--- src/rtl/shift_deser_pkg.sv ---
// Shared definitions for the shift_deser serial receiver: FSM state codes and line levels.
// These constants stand in for the former shift_defs.vh include and keep its encodings.
package shift_deser_pkg;

    localparam logic [1:0] ST_IDLE  = 2'd0;
    localparam logic [1:0] ST_DATA  = 2'd1;
    localparam logic [1:0] ST_STOP  = 2'd2;
    localparam logic [1:0] ST_BREAK = 2'd3;

    localparam logic LINE_IDLE = 1'b1;

    function automatic logic state_busy(input logic [1:0] st);
        return st != ST_IDLE;
    endfunction

endpackage

--- src/rtl/shift_deser_if.sv ---
// Serial-line inputs and parallel-word handshake outputs of shift_deser.
interface shift_deser_if #(parameter int W = 4);

    logic         En;
    logic         Ser;
    logic         Rdy;
    logic [W-1:0] Q;
    logic         Vld;
    logic         Busy;
    logic         FrmErr;
    logic         Ovr;

    modport master (output En, Ser, Rdy, input Q, Vld, Busy, FrmErr, Ovr);
    modport slave  (input En, Ser, Rdy, output Q, Vld, Busy, FrmErr, Ovr);

endinterface

--- src/rtl/shift_deser_sipo_core.sv ---
// W-bit right shift register (new bit enters at the MSB) plus data-bit counter.
module sipo_core #(
    parameter int W  = 4,
    parameter int CW = 3
) (
    input  logic         clk,
    input  logic         rst,
    input  logic         shift_en_i,
    input  logic         clear_i,
    input  logic         ser_i,
    output logic [W-1:0] sr_o,
    output logic         last_o
);

    logic [W-1:0]  sr_q, sr_d;
    logic [CW-1:0] cnt_q, cnt_d;

    always_comb begin
        sr_d  = sr_q;
        cnt_d = cnt_q;
        if (clear_i) begin
            cnt_d = '0;
        end else if (shift_en_i) begin
            sr_d  = {ser_i, sr_q[W-1:1]};
            cnt_d = cnt_q + CW'(1);
        end
    end

    always_ff @(negedge clk or posedge rst) begin
        if (rst) begin
            sr_q  <= '0;
            cnt_q <= '0;
        end else begin
            sr_q  <= sr_d;
            cnt_q <= cnt_d;
        end
    end

    // High while the shift about to happen is the W-th data bit.
    assign last_o = (cnt_q == CW'(W - 1));
    assign sr_o   = sr_q;

endmodule

--- src/rtl/shift_deser.sv ---
// LSB-first serial frame receiver: FSM, output word register and valid/ready handshake.
// All state advances on the falling edge of Clk.
module shift_deser
    import shift_deser_pkg::*;
#(
    parameter int W  = 4,
    parameter int CW = 3
) (
    input  logic          Clk,
    input  logic          Rst,
    shift_deser_if.slave  bus
);

    logic [1:0]   state_q, state_d;
    logic [W-1:0] q_q, q_d;
    logic         vld_q, vld_d;
    logic         fe_q, fe_d;
    logic         ovr_q, ovr_d;

    logic         shift_en;
    logic         clear;
    logic         good;
    logic         last;
    logic [W-1:0] sr;

    sipo_core #(.W(W), .CW(CW)) u_core (
        .clk        (Clk),
        .rst        (Rst),
        .shift_en_i (shift_en),
        .clear_i    (clear),
        .ser_i      (bus.Ser),
        .sr_o       (sr),
        .last_o     (last)
    );

    always_comb begin
        state_d  = state_q;
        shift_en = 1'b0;
        clear    = 1'b0;
        good     = 1'b0;
        fe_d     = 1'b0;
        if (bus.En) begin
            case (state_q)
                ST_IDLE: begin
                    if (bus.Ser != LINE_IDLE) begin
                        state_d = ST_DATA;
                        clear   = 1'b1;
                    end
                end
                ST_DATA: begin
                    shift_en = 1'b1;
                    if (last) state_d = ST_STOP;
                end
                ST_STOP: begin
                    if (bus.Ser == LINE_IDLE) begin
                        good    = 1'b1;
                        state_d = ST_IDLE;
                    end else begin
                        fe_d    = 1'b1;
                        state_d = ST_BREAK;
                    end
                end
                ST_BREAK: begin
                    if (bus.Ser == LINE_IDLE) state_d = ST_IDLE;
                end
                default: state_d = ST_IDLE;
            endcase
        end
    end

    // A completed word wins over a plain accept; with Rdy=1 it replaces Q back-to-back.
    always_comb begin
        q_d   = q_q;
        vld_d = vld_q;
        ovr_d = 1'b0;
        if (good) begin
            if (!vld_q || bus.Rdy) begin
                q_d   = sr;
                vld_d = 1'b1;
            end else begin
                ovr_d = 1'b1;
            end
        end else if (vld_q && bus.Rdy) begin
            vld_d = 1'b0;
        end
    end

    always_ff @(negedge Clk or posedge Rst) begin
        if (Rst) begin
            state_q <= ST_IDLE;
            q_q     <= '0;
            vld_q   <= 1'b0;
            fe_q    <= 1'b0;
            ovr_q   <= 1'b0;
        end else begin
            state_q <= state_d;
            q_q     <= q_d;
            vld_q   <= vld_d;
            fe_q    <= fe_d;
            ovr_q   <= ovr_d;
        end
    end

    assign bus.Q      = q_q;
    assign bus.Vld    = vld_q;
    assign bus.Busy   = state_busy(state_q);
    assign bus.FrmErr = fe_q;
    assign bus.Ovr    = ovr_q;

endmodule

--- src/flat_wrapper.sv ---
// flat-port wrapper written by rule: the top's interface ports become plain ports
module shift_deser_flat import shift_deser_pkg::*;
#(
    parameter int W  = 4,
    parameter int CW = 3
)
  (Clk, Rst, bus_En, bus_Ser, bus_Rdy, bus_Q, bus_Vld, bus_Busy, bus_FrmErr, bus_Ovr);
  shift_deser_if #(.W(W)) bus_i ();
  input  logic Clk;
  input  logic Rst;
  input wire logic [$bits(bus_i.En)-1:0] bus_En;
  input wire logic [$bits(bus_i.Ser)-1:0] bus_Ser;
  input wire logic [$bits(bus_i.Rdy)-1:0] bus_Rdy;
  output wire logic [$bits(bus_i.Q)-1:0] bus_Q;
  output wire logic [$bits(bus_i.Vld)-1:0] bus_Vld;
  output wire logic [$bits(bus_i.Busy)-1:0] bus_Busy;
  output wire logic [$bits(bus_i.FrmErr)-1:0] bus_FrmErr;
  output wire logic [$bits(bus_i.Ovr)-1:0] bus_Ovr;
  assign bus_i.En = bus_En;
  assign bus_i.Ser = bus_Ser;
  assign bus_i.Rdy = bus_Rdy;
  assign bus_Q = bus_i.Q;
  assign bus_Vld = bus_i.Vld;
  assign bus_Busy = bus_i.Busy;
  assign bus_FrmErr = bus_i.FrmErr;
  assign bus_Ovr = bus_i.Ovr;
  shift_deser #(.W(W), .CW(CW)) u_core (.Clk(Clk), .Rst(Rst), .bus(bus_i));
endmodule
--- config.mk ---
export PLATFORM = sky130hd
export DESIGN_NAME = shift_deser_flat
export DESIGN_NICKNAME = d
export VERILOG_FILES = /design/src/rtl/shift_deser_pkg.sv /design/src/rtl/shift_deser_if.sv /design/src/rtl/shift_deser_sipo_core.sv /design/src/rtl/shift_deser.sv /design/src/flat_wrapper.sv
export SDC_FILE = /design/constraint.sdc
export NUM_CORES = 1
export LEC_CHECK = 0
export BUFFER_PORTS_ARGS = -buffer_cell sky130_fd_sc_hd__buf_2
export CAP_MARGIN = 15
export CORE_AREA = 2 2 39 41
export CTS_BUF_LIST = sky130_fd_sc_hd__clkbuf_16
export CTS_CLUSTER_SIZE = 20
export DETAILED_ROUTE_END_ITERATION = 12
export DIE_AREA = 0 0 41 43
export PLACE_DENSITY = 0.89
export SYNTH_ARGS = -nofsm -noshare
export SYNTH_HDL_FRONTEND = slang
export SYNTH_HIERARCHICAL = 1
export SYNTH_SLANG_ARGS = --single-unit
--- constraint.sdc ---
create_clock -name Clk -period 2.55 [get_ports Clk]
set_input_delay 0.1275 -clock Clk [delete_from_list [all_inputs] [get_ports Clk]]
set_output_delay 0.1275 -clock Clk [all_outputs]
set_load 0.01 [all_outputs]
==> impl_metrics.ini <==
[timing]
setup_viol_count_final = 0
finalWorstSetupSlack_ps = 124.7
maxSlewHeadroom = 0.7490
setup_tns_ps = 0
tightestPinTransition_ps = 376.1
finClkSkew_ps = 1.617
rsz0062_at_grt = false
maxSlewViolCount = 0
finalHoldViolations = 0

[setup_path]
ff2ff_setup_slack_ps = 990
worstReg2RegEnd = u_core/u_core/sr_o[0]$_DFFE_NP0P_
cp.required_ps = 2420
critPathKind = reg2out
path_max_fanout = 2
reg2reg_depth = 4
critPathLaunchType = flip-flop
endpoint_kind = output port
critPathLaunch = u_core/state_q[0]$_DFFE_NP0P_
r2r-start = u_core/state_q[0]$_DFFE_NP0P_
cp.arrival_ps = 2300

[layout]
area_growth_pct = 29.58
fill_cells = 103
fin_nets = 82
diodes = 0
drive_above_1_share = 0.4730
finalNonFillerCells = 90

[die]
row_count = 14
die_w_microns = 41
die_area_sq_um = 1763
start_util = 0.5136
core_sq_um = 1384
ioPinCount = 13
fp.dieH_microns = 43

[min_path]
min_path_type = reg2reg
whs_endpoint = u_core/bus.Q[1]$_DFFE_NP0P_
hold-path-cell-count = 1
min_from = u_core/bus.Q[1]$_DFFE_NP0P_

[grt]
grt_pass1_wl_microns = 2242
grt_pass1_vias = 508
grt_max_degree = 10
grt_usage = 0.1881
grt-ovfl-total = 0
antenna_found_initial = 0

[synth]
yosysTopAreaCellShare = 0.5634
syn_nets = 59
synth_cell_types = 20
synth_common_cells = dfrtn_1 (16), mux2_2 (4), mux2_4 (4), nand2_1 (4), nor2_1 (4)
ys_seq_area_frac = 0.5634
synthCells = 52
synth-async-reset-ratio = 1.000
ys_ff_latch = 16
syn_avg_cell_area_sq_um = 13.67
ys_warn_count = 6
yosys.area.top_type = dfrtn_1
synth.area.top_cells = dfrtn_1 (56%), mux2_4 (8.5%), mux2_2 (6.3%)
syn-cell-area_sq_um = 710.7
yosysMostFrequentCell = dfrtn_1
synth_edf_count = 0
synth-main-ff-cell = dfrtn_1

[drt]
first_pass_iters = 2
drc = 0
drtAntennaViolNets = 0
vias = 468
initialDrtViolationCount = 2
routedWlPerCell_microns = 14.58
drt_wl_total_microns = 1312
avgViaCountPerCell = 5.200

[power]
p_per_area_nw_per_um2 = 1199
p_total_uw = 1104
leakage_uw = 0.0005025
vdd_ir_drop_max_mv = 0.5104

[clock_tree]
clk_latency_ps = 270
cts_hold_buf = 0
cts_tree = done
postCtsSetupBuffers = 0
postCtsResizedCells = 0
cts_sinks = 16
root_buffer = clkbuf_16
cts_buffers = 3
clock_path_buffers = 2
htreeDepth = 1
path_clk_slew_ps = 40

[place]
dp_cells = 86
dpl.hpwl_microns = 958.3
dp_slack_ps = 10.58
place.gp.congestion = 0.7066
port_buffers = 12

[run]
cap_violations = 0

[status]
status = complete, no violations
how the worst max path moves through the flow:
stage	end	slack (ps)
floorplan	u_core/u_core/sr_o[0]$_DFFE_NP0P_	110
global route	bus_Busy	90
finish	bus_Busy	120
global placement	u_core/u_core/sr_o[2]$_DFFE_NP0P_	50
detailed placement	u_core/u_core/sr_o[3]$_DFFE_NP0P_	10
CTS	bus_Busy	120
cell type report:
| class | instances | area [sq um] | area share |
|---|---|---|---|
| clock buffers | 3 | 75.07 | 0.08152 |
| multi-input cells | 33 | 305.3 | 0.3315 |
| well taps | 16 | 20.02 | 0.02174 |
| flip-flops and latches | 16 | 400.4 | 0.4348 |
| repair buffers | 18 | 105.1 | 0.1141 |
| clock inverters | 1 | 3.754 | 0.004076 |
| inverters | 3 | 11.26 | 0.01223 |
cell usage in the layout (no fill, tap or decap):
cell type  netlist  routed
dfrtn_1         16      16
clkbuf_16        0       3
nor4b_2          0       1
nand4b_4         1       1
mux2i_1          2       2
nand2_1          4       4
or2_2            1       1
and3b_2          1       1
mux2_4           4       4
inv_1            3       3
nor3_1           1       1
o21ai_0          2       2
and2b_4          1       1
nor2_1           4       4
xnor2_1          1       1
buf_4            0       6
nor2b_4          1       1
buf_2            0      12
ha_1             2       2
clkinv_1         0       1
a211oi_1         1       1
a22o_1           1       1
nand2b_1         1       1
mux2_2           4       4
layer usage:
metal  routed length, microns  track usage
met5                        0            0
met2                      652       0.2906
met1                      600       0.2389
met3                       47      0.04712
met4                       12      0.08000
state kept, by name (all words and copies together), names as in the netlist:
| register | count |
|---|---|
| u_core/bus.FrmErr | 1 |
| u_core/u_core/cnt_q | 3 |
| u_core/bus.Q | 4 |
| u_core/u_core/sr_o | 4 |
| u_core/bus.Ovr | 1 |
| u_core/bus.Vld | 1 |
| u_core/state_q | 2 |
cells by family after synthesis:
family / Yosys count / synth area share
and+or+nand+nor: 16 / 0.1602
xor gates and xnor gates: 1 / 0.01233
buffers and inverters: 3 / 0.01584
DFF: 16 / 0.5634
adders and majority gates: 2 / 0.03521
muxes: 10 / 0.1761
AOI/OAI and AO/OA: 4 / 0.03698
report_power, final:
group          internal (uW)  switching, uW
Sequential               361           58.5
Clock                    207           90.2
Combinational            219            168
Total                    787            316
worst max-delay path, stage by stage, from the launching register on:
cell and delay (ps):
dfrtn_1 330, or2_2 280, buf_2 140
per-stage QoR:
| stage | cell area, sq um | utilization | hold slack [ps] |
|---|---|---|---|
| floorplan | 716.9 | - | 436.4 |
| global placement | 842.1 | 0.6085 | 444.8 |
| detailed placement | 842.1 | 0.6085 | 452.3 |
| CTS | 920.9 | 0.6655 | 452.1 |
| global route | 920.9 | 0.6655 | 456.3 |
| finish | 920.9 | 0.6655 | 449.1 |
Note: power is estimated with default switching activity, not from simulation.
